==> src/rtl/issue_scoreboard.sv <==
// In-order issue scoreboard for RV32I decode: tracks pending register writes, blocks RAW/WAW
// hazards and drains in-flight writes before serializing ops. Optional: SCOREBOARD_BYPASS_EN.
module issue_scoreboard #(
    parameter int MAX_INFLIGHT = 4
) (
    input  logic        clk,
    input  logic        rst,
    input  logic        dec_valid_i,
    input  logic [6:0]  opcode_i,
    input  logic [4:0]  rd_i,
    input  logic [4:0]  rs1_i,
    input  logic [4:0]  rs2_i,
    output logic        dec_ready_o,
    output logic        issue_o,
    input  logic        wb_valid_i,
    input  logic [4:0]  wb_rd_i,
    output logic [31:0] pending_o,
    output logic [3:0]  inflight_o,
    output logic [1:0]  state_o,
    output logic [15:0] stall_cnt_o
);

    typedef enum logic [1:0] {
        ST_RUN   = 2'd0,
        ST_DRAIN = 2'd1
    } state_t;

    localparam logic [3:0] MAX_L = 4'(MAX_INFLIGHT);

    state_t      r_state;
    logic [31:1] r_pending;
    logic [3:0]  r_inflight;
    logic [15:0] r_stall_cnt;

    logic        w_use_rs1;
    logic        w_use_rs2;
    logic        w_writes;
    logic        w_serial;
    logic        w_wr_eff;
    logic [31:0] w_pend_full;
    logic [31:0] w_pend_eff;
    logic [3:0]  w_infl_eff;
    logic        w_wb_hit;
    logic        w_raw;
    logic        w_waw;
    logic        w_ready;
    logic        w_issue;
    logic        w_set_any;
    logic [31:1] w_set;
    logic [31:1] w_clr;

    always_comb begin
        w_use_rs1 = 1'b0;
        w_use_rs2 = 1'b0;
        w_writes  = 1'b0;
        w_serial  = 1'b0;
        case (opcode_i)
            7'b0110011: begin
                w_use_rs1 = 1'b1;
                w_use_rs2 = 1'b1;
                w_writes  = 1'b1;
            end
            7'b0010011, 7'b0000011, 7'b1100111: begin
                w_use_rs1 = 1'b1;
                w_writes  = 1'b1;
            end
            7'b0100011, 7'b1100011: begin
                w_use_rs1 = 1'b1;
                w_use_rs2 = 1'b1;
            end
            7'b0110111, 7'b0010111, 7'b1101111: w_writes = 1'b1;
            7'b1110011, 7'b0001111:             w_serial = 1'b1;
            default: ;
        endcase
    end

    // x0 is never tracked, so a write to it neither pends nor counts against capacity.
    assign w_wr_eff    = w_writes && (rd_i != 5'd0);
    assign w_pend_full = {r_pending, 1'b0};
    assign w_wb_hit    = wb_valid_i && w_pend_full[wb_rd_i];

`ifdef SCOREBOARD_BYPASS_EN
    // A register retiring this cycle is already free for hazard and capacity checks.
    assign w_pend_eff = w_pend_full & ~({w_clr, 1'b0});
    assign w_infl_eff = r_inflight - {3'b000, w_wb_hit};
`else
    assign w_pend_eff = w_pend_full;
    assign w_infl_eff = r_inflight;
`endif

    assign w_raw = (w_use_rs1 && w_pend_eff[rs1_i]) || (w_use_rs2 && w_pend_eff[rs2_i]);
    assign w_waw = w_wr_eff && w_pend_eff[rd_i];

    always_comb begin
        w_ready = 1'b0;
        if (r_state == ST_RUN) begin
            if (w_serial) begin
                w_ready = (r_inflight == 4'd0);
            end else begin
                w_ready = !w_raw && !w_waw && (!w_wr_eff || (w_infl_eff < MAX_L));
            end
        end
    end

    assign w_issue   = dec_valid_i && w_ready;
    assign w_set_any = w_issue && w_wr_eff;

    genvar gi;
    generate
        for (gi = 1; gi < 32; gi++) begin : g_bit
            assign w_set[gi] = w_set_any && (rd_i == 5'(gi));
            assign w_clr[gi] = w_wb_hit && (wb_rd_i == 5'(gi));

            // Set wins over clear so a same-cycle issue and retire of one rd keeps it pending.
            always_ff @(posedge clk or negedge rst) begin
                if (!rst) begin
                    r_pending[gi] <= 1'b0;
                end else begin
                    r_pending[gi] <= (r_pending[gi] & ~w_clr[gi]) | w_set[gi];
                end
            end
        end
    endgenerate

    always_ff @(posedge clk or negedge rst) begin
        if (!rst) begin
            r_state     <= ST_RUN;
            r_inflight  <= 4'd0;
            r_stall_cnt <= 16'd0;
        end else begin
            r_inflight <= r_inflight + {3'b000, w_set_any} - {3'b000, w_wb_hit};
            if (dec_valid_i && !w_ready && (r_stall_cnt != 16'hFFFF)) begin
                r_stall_cnt <= r_stall_cnt + 16'd1;
            end
            case (r_state)
                ST_RUN: begin
                    if (dec_valid_i && w_serial && (r_inflight != 4'd0)) begin
                        r_state <= ST_DRAIN;
                    end
                end
                ST_DRAIN: begin
                    if (r_inflight == 4'd0) begin
                        r_state <= ST_RUN;
                    end
                end
                default: r_state <= ST_RUN;
            endcase
        end
    end

    assign dec_ready_o = w_ready;
    assign issue_o     = w_issue;
    assign pending_o   = w_pend_full;
    assign inflight_o  = r_inflight;
    assign state_o     = r_state;
    assign stall_cnt_o = r_stall_cnt;

endmodule
==> config.mk <==
export PLATFORM = sky130hd
export DESIGN_NAME = issue_scoreboard
export DESIGN_NICKNAME = d
export VERILOG_FILES = /design/src/rtl/issue_scoreboard.sv
export SDC_FILE = /design/constraint.sdc
export NUM_CORES = 1
export LEC_CHECK = 0
export BUFFER_PORTS_ARGS = -buffer_cell sky130_fd_sc_hd__buf_2
export CORE_MARGIN = 4
export CORE_UTILIZATION = 40
export DETAILED_ROUTE_END_ITERATION = 7
export PLACE_DENSITY_LB_ADDON = 0.05
export REMOVE_ABC_BUFFERS = 1
export SYNTH_ARGS = -nofsm -noshare
export SYNTH_HDL_FRONTEND = slang
export SYNTH_SLANG_ARGS = --single-unit
==> constraint.sdc <==
create_clock -name clk -period 3.28 [get_ports clk]
set_input_delay 0.164 -clock clk [delete_from_list [all_inputs] [get_ports clk]]
set_output_delay 0.164 -clock clk [all_outputs]
set_load 0.005 [all_outputs]
# Word level (Yosys, flattened, before mapping)

Cells that the tools add are included.

Flip-flop bits (word level): 53
Bits of input ports: 31
Output and inout port bits: 56
Logic and storage cells: 319

Add/sub/neg operators: 3
$lt $le $gt $ge: 5
Equal/unequal tests: 77
Muxes and demuxes: 17
Bitwise gates (word level): 93
Reduce and logical (&&, ||, !) cells: 90

Operators with widths:

| cell                                                 | number |
|---|---|
| equality test 5 bit (second input constant)          | 32 |
| equality test 5 x 4 -> 1 bit (second input constant) | 16 |
| logical AND 1 bit                                    | 75 |
| equality test 5 x 3 -> 1 bit (second input constant) | 8 |
| AND 1 bit                                            | 31 |
| NOT 1 bit                                            | 31 |
| bitwise OR 1 bit                                     | 31 |
| equality test 7 bit (second input constant)          | 4 |
| < comparator 5 x 6 -> 1 bit (second input constant)  | 4 |
| equality test 7 x 6 -> 1 bit (second input constant) | 3 |
| binary-select mux 1 bit (select 5 bit)               | 4 |
| equality test 5 x 2 -> 1 bit (second input constant) | 4 |
| adder 16 x 1 -> 16 bit (second input constant)       | 1 |
| inequality test 16 bit (second input constant)       | 1 |
| equality test 7 x 5 -> 1 bit (second input constant) | 2 |
| equality test 5 x 1 -> 1 bit (second input constant) | 2 |
| two-way mux 1 bit                                    | 10 |
| equality test 7 x 2 -> 1 bit (second input constant) | 1 |
| equality test 7 x 4 -> 1 bit (second input constant) | 1 |
| OR reduction 7 bit                                   | 1 |
| OR reduction 6 bit                                   | 1 |
| nonzero test 5 bit                                   | 1 |
| adder 4 x 1 -> 4 bit                                 | 1 |
| zero test 1 bit                                      | 4 |
| 14 further kinds                                     | 16 |

# Depth between registers and ports, before layout

Gate-level depths: netlist (run 1).

Word-level depth: 14
Depth in mapped cells: 15
Depth with buffers taken out: 13

# Worst setup path after synthesis (run 1)

Ideal clock, no wire load.

Path kind: reg-to-reg
Start point: reg r_pending, in the netlist pending_o[5]
End point: reg r_inflight[2], in the netlist inflight_o[2]
Library setup time: 123 ps
Arrival time: 3231 ps
Required time: 3157 ps
Setup slack: -74 ps
Stages on the path, launching flop included: 14
Path buffers: 0
Period minus slack after synthesis: 3354 ps
Path through: dfrtp_1 > mux4_1 > mux2_2 > and3_1 > or4_4 > nor2_2 > nor4b_4 > inv_1 > ha_1 > inv_1 > ha_1 > inv_1 > fa_1 > xnor2_1

Longest elaborated chain between the ends: 13
Elaborated cells on any way between the ends: 23
Those cells by class: add/sub: 2; mux: 10; reduce/logical: 11

Ends and longest elaborated chain:

| item                                    | RTL line | source |
|---|---|---|
| start: declaration                      | 31       | `logic [31:1] r_pending;` |
| start signal: indexed assignment        | 119      | `r_pending[gi] <= (r_pending[gi] & ~w_clr[gi]) \| w_set[gi];` |
| binary-select mux 1 bit (select 5 bit)  | 91       | `assign w_raw = (w_use_rs1 && w_pend_eff[rs1_i]) \|\| (w_use_rs2 && w_pend_eff[rs2_i]);` |
| two-way mux 1 bit (not written as such) | 91       |  |
| logical AND 1 bit                       | 91       |  |
| logical OR 1 bit                        | 91       |  |
| zero test 1 bit                         | 100      | `w_ready = !w_raw && !w_waw && (!w_wr_eff \|\| (w_infl_eff < MAX_L));` |
| logical AND 1 bit (2 in a row)          | 100      |  |
| two-way mux 1 bit                       | 97       | `if (w_serial) begin` |
| two-way mux 1 bit                       | 96       | `if (r_state == ST_RUN) begin` |
| logical AND 1 bit                       | 105      | `assign w_issue = dec_valid_i && w_ready;` |
| logical AND 1 bit                       | 106      | `assign w_set_any = w_issue && w_wr_eff;` |
| adder 4 x 1 -> 4 bit                    | 131      | `r_inflight <= r_inflight + {3'b000, w_set_any} - {3'b000, w_wb_hit};` |
| subtractor 4 x 1 -> 4 bit (*)           | 131      |  |
| end signal: assignment                  | 131      |  |
| end: declaration                        | 32       | `logic [3:0] r_inflight;` |

Mark *: on every way between the ends. The rest lies on a longest branch, timed or not. The select of a mux whose other input is x is not followed.
A chain may end at the register's enable or synchronous reset.

# Worst setup path after layout (run 1)

Start point: reg r_pending, in the netlist pending_o[13]
End point: reg r_inflight[1], in the netlist inflight_o[1]

Same word-level chain as after synthesis.

==> impl_metrics.csv, run 1 <==
group,metric,value,unit
run_status,status,"finished clean",
grt,grt_usage,22.3,%
detailed_routing,drt_pass1_iterations,5,
critical_path,crit_slowest_cell,"mux4_2",
detailed_routing,post_drt_wl_per_cell,19.8,um
synth,synthTopCellsByArea,"dfrtp_1 34%, mux4_2 11%, o21ai_0 8.5%",
worst_hold_path,hp-class,"primary input to flip-flop",
synth,yosys_warnings,0,
critical_path,crit_type,"flip-flop to flip-flop",
sta,finalHoldViolCount,0,
critical_path,crit_required,3.49,ns
die,fp.coreArea,0.00920,mm2
critical_path,startpoint,"pending_o[13]$_DFF_PN0_",
critical_path,reg2reg_slack,0.01,ns
detailed_routing,postRouteAntennaNets,0,
die,start_util,41.1,%
sta,fin_tns_setup,0,ns
die,fp.dieW,105,um
detailed_routing,drtIter0Drc,269,
die,num_rows,35,
sta,fin_crit,3.27,ns
sta,post-route-period-util,99.6,%
sta,rsz0062_at_grt,"true",
clock_tree,clk_latency,0.30,ns
critical_path,startpoint_type,"flip-flop",
critical_path,r2r-start,"pending_o[13]$_DFF_PN0_",
synth,synth.ff_latch_count,52,
placement,port_buffers,84,
cells_and_area,nNetsFinal,540,
detailed_routing,vias,3679,
synth,synth.cell_area,0.00378,mm2
synth,ys_types,58,
clock_tree,cts_sinks,52,
critical_path,cp.arrival,3.48,ns
critical_path,crit_path_max_incr_delay,0.47,ns
synth,synth_top_flop_cell,"dfrtp_1",
pwr,p_per_area,377,mW/mm2
detailed_routing,vias_per_cell,6.00,
sta,slew_viol_final,0,
die,pin_count,87,
die,die_h,105,um
sta,worstMarginPinSlew,0.804,ns
worst_hold_path,min_path_cells,3,
cells_and_area,final_core_util,51.2,%
grt,overflow,0,
synth,synthArstFlopShare,100,%
cells_and_area,n_antenna_cell,0,
die,die_area,0.0111,mm2
worst_hold_path,min-delay-start,"dec_valid_i",
clock_tree,h-tree-depth,2,
sta,relSlewSlack,46.4,%
synth,syn_avg_cell_area,9.73,um2
critical_path,worstSetupEndpointType,"flip-flop",
worst_hold_path,hold_end,"state_o[0]$_DFFE_PN0P_",
clock_tree,clkSlewWorstSetupHoldPaths,0.10,ns
placement,place_hpwl,9360,um
critical_path,reg2reg_depth,13,
job,cap_violations,0,
pwr,power.leakage,2.25,nW
grt,grt_pass1_wl,19500,um
critical_path,crit_top_cell,"inv_1",
clock_tree,cts_tree,"yes",
grt,antenna_found_initial,0,
sta,setup_viol,0,
cells_and_area,drive_gt1_share,34.9,%
clock_tree,cts_made_buffers,5,
detailed_routing,drc,0,
grt,grt_pass1_vias,3583,
sta,fin_worst_skew,0.00686,ns
synth,synthTopCellsByCount,"64 x o21ai_0, 52 x dfrtp_1, 27 x nand2_1",
grt,grt_max_degree,36,
detailed_routing,drt-total-wl,12100,um
synth,synth.most_common_cell,"o21ai_0",
synth,ys_seq_area_share,34.5,%
synth,syn_inst,388,
critical_path,path_cells,"mux4_2 -> mux2_4 -> and3_4 -> or4_4 -> nor2_4 -> nor4b_4 -> inv_1 -> ha_1 -> inv_1 -> ha_2 -> inv_2 -> fa_1 -> inv_1",
critical_path,cp_max_fo,4,
sta,max_freq,0.306,GHz
cells_and_area,area_growth,24.7,%
synth,netlist.area_leader.share,34.5,%
pwr,vdd_drop_max,0.278,mV
critical_path,r2r-end,"inflight_o[1]$_DFF_PN0_",
clock_tree,root_buffer,"clkbuf_8",
synth,synth_edf_count,0,
placement,place.gp.congestion,0.898,
synth,synth_top_area_cell,"dfrtp_1",
clock_tree,ctsLongestPathBuffers,2,
## how the worst max path moves through the flow
stage	endpoint	cells after the start
2_1_floorplan	inflight_o[2]$_DFF_PN0_	13
3_3_place_gp	inflight_o[1]$_DFF_PN0_	15
3_5_place_dp	inflight_o[1]$_DFF_PN0_	15
4_1_cts	inflight_o[1]$_DFF_PN0_	13
5_1_grt	inflight_o[1]$_DFF_PN0_	13
6_report	inflight_o[1]$_DFF_PN0_	13
## metal layers
layer  track usage, %  part of all wire (%)  vias up
met5                0                     0        -
met4             5.25                   1.1        0
li1                 -                     -     1674
met2             33.6                    46      153
met1             32.7                    46     1837
met3             4.63                   7.4       15
## stage by stage
step	total power, mW	cells	worst slack (ns)	area (um2)	hold slack (ns)
2_1_floorplan	1.06	365	-0.0739	3650	-0.132
3_3_place_gp	1.31	601	-0.0225	4530	0.289
3_5_place_dp	1.32	601	-0.103	4530	0.302
4_1_cts	1.78	613	0.00474	4680	0.201
5_1_grt	1.89	613	-0.142	4710	0.212
6_report	1.78	613	0.0121	4710	0.198
## flip-flops by register name, indices dropped and copies added (netlist names)
register / flops
pending_o: 31
stall_cnt_o: 16
inflight_o: 4
state_o: 1
## worst max-delay path, delay by kind of cell, from the launching register on
family,cells,cell delay [ns]
adders and majority gates,3,0.90
and+or+nand+nor,4,0.90
muxes,2,0.74
DFF,1,0.42
buffers and inverters,4,0.21
## what timing repair did
| item | CTS | global route |
|---|---|---|
| gates cloned | 0 | 0 |
| hold buffers | 1 | 0 |
| pin swaps | 0 | 3 |
| gates resized for setup | 0 | 11 |
| endpoints found under the setup margin | 2 | 3 |
| endpoints found under the hold margin | 34 | 0 |
| buffers inserted | 3 | 0 |
## layout make-up
class,count,area [um2]
clock buffers,6,72.6
clock inverters,2,38.8
fillers,876,4490
inverters,16,60.1
multi-input cells,297,2320
flip-flops and latches,52,1300
well taps,111,139
repair buffers,129,773
## power breakdown
group | internal, mW | total [mW] | leakage [nW] | switching [mW]
combinational | 0.260 | 0.552 | 1.49 | 0.292
clock | 0.231 | 0.453 | 0.0558 | 0.222
sequential | 0.704 | 0.770 | 0.705 | 0.0660
## cells in the final DEF, fill, tap and decap left out, types with 15 or more instances in the layout
cell,instances
mux4_2,20
dfrtp_1,52
nand2_1,27
buf_2,84
nor2b_1,17
inv_1,15
buf_4,43
o21ai_0,64
nor2_1,19
mux2i_1,16
nand3_1,17
## cells by family after synthesis
kind of cell    after synthesis  synth area share [%]
mux                          41                  17.8
fa+ha+maj                     8                  2.85
buf+inv                      40                  4.94
compound gates               98                  15.7
simple gates                132                  20.4
flops                        52                  34.5
xor+xnor                     16                  3.71
other cells                   1                0.0993
(Power assumes the default switching activity.)
==> inputs of run 2 (changes only) <==
SETUP_SLACK_MARGIN = 0.3   (was default)
==> run 2 against run 1 <==
Against the previous run: combinational power grew 10%; total power grew 3.4%; clock power is essentially flat; core utilization grew 1.1 points; worst setup slack gained 0.024 ns; final area grew 2.1%; routed wire length grew 1.1%; critical path depth is the same; sequential power grew 0.6%; first-iteration DRC count grew 18%; non-clock buffer count grew 4; register-to-register slack gained 0.02 ns; largest power group unchanged; highest routed layer unchanged.
==> impl_metrics.csv, run 2 (synthesized netlist as in run 1, its figures left out) <==
group,metric,value,unit
detailed_routing,drt-total-wl,12300,um
detailed_routing,drc,0,
sta,fin_worst_skew,0.00781,ns
detailed_routing,postRouteAntennaNets,0,
detailed_routing,post_drt_wl_per_cell,19.9,um
pwr,p_per_area,382,mW/mm2
placement,dpl_cell_area,0.00453,mm2
critical_path,worstSetupEndpointType,"flip-flop",
detailed_routing,vias_per_cell,5.96,
sta,whs,0.198,ns
grt,grt_pass1_wl,19700,um
cells_and_area,nNetsFinal,545,
clock_tree,cts_tree,"yes",
cells_and_area,final_core_util,52.3,%
placement,port_buffers,84,
die,die_h,105,um
clock_tree,ctsLongestPathBuffers,2,
sta,max_freq,0.308,GHz
critical_path,reg2reg_depth,13,
cells_and_area,largest_reg_flops,31,
critical_path,crit_type,"flip-flop to flip-flop",
critical_path,r2r-end,"inflight_o[1]$_DFF_PN0_",
worst_hold_path,min-delay-start,"dec_valid_i",
cells_and_area,n_antenna_cell,0,
cells_and_area,drive_gt1_share,36.5,%
critical_path,crit_required,3.49,ns
placement,pre_cts_slack,-0.103,ns
die,start_util,41.1,%
detailed_routing,drtIter0Drc,317,
sta,worstMarginPinSlew,0.801,ns
sta,finalHoldViolCount,0,
detailed_routing,vias,3686,
cells_and_area,final_common_cell,"buf_2",
grt,antenna_found_initial,0,
critical_path,reg2reg_slack,0.04,ns
critical_path,cp.arrival,3.46,ns
critical_path,r2r-start,"pending_o[13]$_DFF_PN0_",
sta,fin_crit,3.24,ns
job,cap_violations,0,
placement,place_hpwl,9360,um
clock_tree,clk_latency,0.30,ns
sta,slew_viol_final,0,
clock_tree,clkSlewWorstSetupHoldPaths,0.10,ns
critical_path,cp_max_fo,4,
cells_and_area,fin_area,0.00481,mm2
cells_and_area,area_growth,27.3,%
worst_hold_path,hold_end,"state_o[0]$_DFFE_PN0P_",
run_status,status,"finished clean",
pwr,power.leakage,2.28,nW
sta,timing.final.ws_setup,0.0359,ns
die,num_rows,35,
grt,grt_usage,22.5,%
clock_tree,cts_made_buffers,5,
clock_tree,cts_sinks,52,
worst_hold_path,hp-class,"primary input to flip-flop",
grt,grt_pass1_vias,3615,
critical_path,startpoint_type,"flip-flop",
detailed_routing,drt_pass1_iterations,4,
sta,fin_tns_setup,0,ns
placement,place.gp.congestion,0.898,
worst_hold_path,min_path_cells,3,
grt,overflow,0,
grt,grt_max_degree,36,
sta,rsz0062_at_grt,"true",
die,die_area,0.0111,mm2
cells_and_area,final_cell_mix,"84 x buf_2, 57 x o21ai_0, 52 x dfrtp_1, 44 x buf_4, 27 x nand2_1",
die,fp.dieW,105,um
die,pin_count,87,
sta,post-route-period-util,98.9,%
sta,relSlewSlack,46.6,%
clock_tree,h-tree-depth,2,
sta,setup_viol,0,
die,fp.coreArea,0.00920,mm2
clock_tree,root_buffer,"clkbuf_8",
pwr,vdd_drop_max,0.280,mV
## run 2: cell types whose count changed in the layout (fill, tap and decap cells not counted), sizes merged
cell	before	now
buf	128	132
nand2b	3	4
## run 2: worst max-delay path by stage
stage | startpoint | to | slack [ns] | cells after the start
final | pending_o[13]$_DFF_PN0_ | inflight_o[1]$_DFF_PN0_ | 0.04 | 13
after global routing | pending_o[13]$_DFF_PN0_ | inflight_o[1]$_DFF_PN0_ | -0.09 | 13
after CTS | pending_o[13]$_DFF_PN0_ | inflight_o[1]$_DFF_PN0_ | 0.06 | 13
after detailed placement | rd_i[0] | inflight_o[1]$_DFF_PN0_ | -0.10 | 15
after global placement | rd_i[0] | inflight_o[1]$_DFF_PN0_ | -0.02 | 15
after floorplan | pending_o[5]$_DFF_PN0_ | inflight_o[2]$_DFF_PN0_ | -0.07 | 13
## run 2: per-stage QoR
stage / std cells / total power, mW
final: 618 / 1.84
after global routing: 618 / 1.95
after CTS: 613 / 1.80
after detailed placement: 601 / 1.32
after global placement: 601 / 1.31
after floorplan: 365 / 1.06
## run 2: cell type report
type	count	area (um2)
fillers	864	4390
multi-input cells	298	2370
flip-flops and latches	52	1300
repair buffers	133	823
well taps	111	139
clock buffers	6	72.6
inverters	16	60.1
clock inverters	2	38.8
## run 2: timing repair
item	in CTS	in global routing
endpoints found under the setup margin	4	26
buffers inserted	3	4
resized for setup	11	16
pin swaps	3	4
hold buffers	1	0
cloned	0	1
endpoints found under the hold margin	34	0
## run 2: routing by layer
| layer | GRT usage (%) | vias to the layer above | part of all wire [%] |
|---|---|---|---|
| met1 | 32.9 | 1836 | 45 |
| met5 | 0 | - | 0 |
| met2 | 33.8 | 153 | 46 |
| met4 | 5.90 | 0 | 1.2 |
| li1 | - | 1685 | - |
| met3 | 4.63 | 12 | 7.6 |
## run 2: power breakdown
group	internal [mW]	switching [mW]	total (mW)
Sequential	0.704	0.0709	0.775
Clock	0.231	0.220	0.451
Combinational	0.302	0.307	0.609
## run 2: critical path, cell delays in order (launching register included)
cell     delay, ns
dfrtp_1       0.42
mux4_2        0.47
mux2_4        0.27
and3_4        0.17
or4_4         0.44
nor2_4        0.09
nor4b_4       0.22
inv_1         0.11
ha_4          0.22
inv_2         0.06
ha_4          0.12
inv_2         0.04
fa_1          0.48
inv_1         0.04
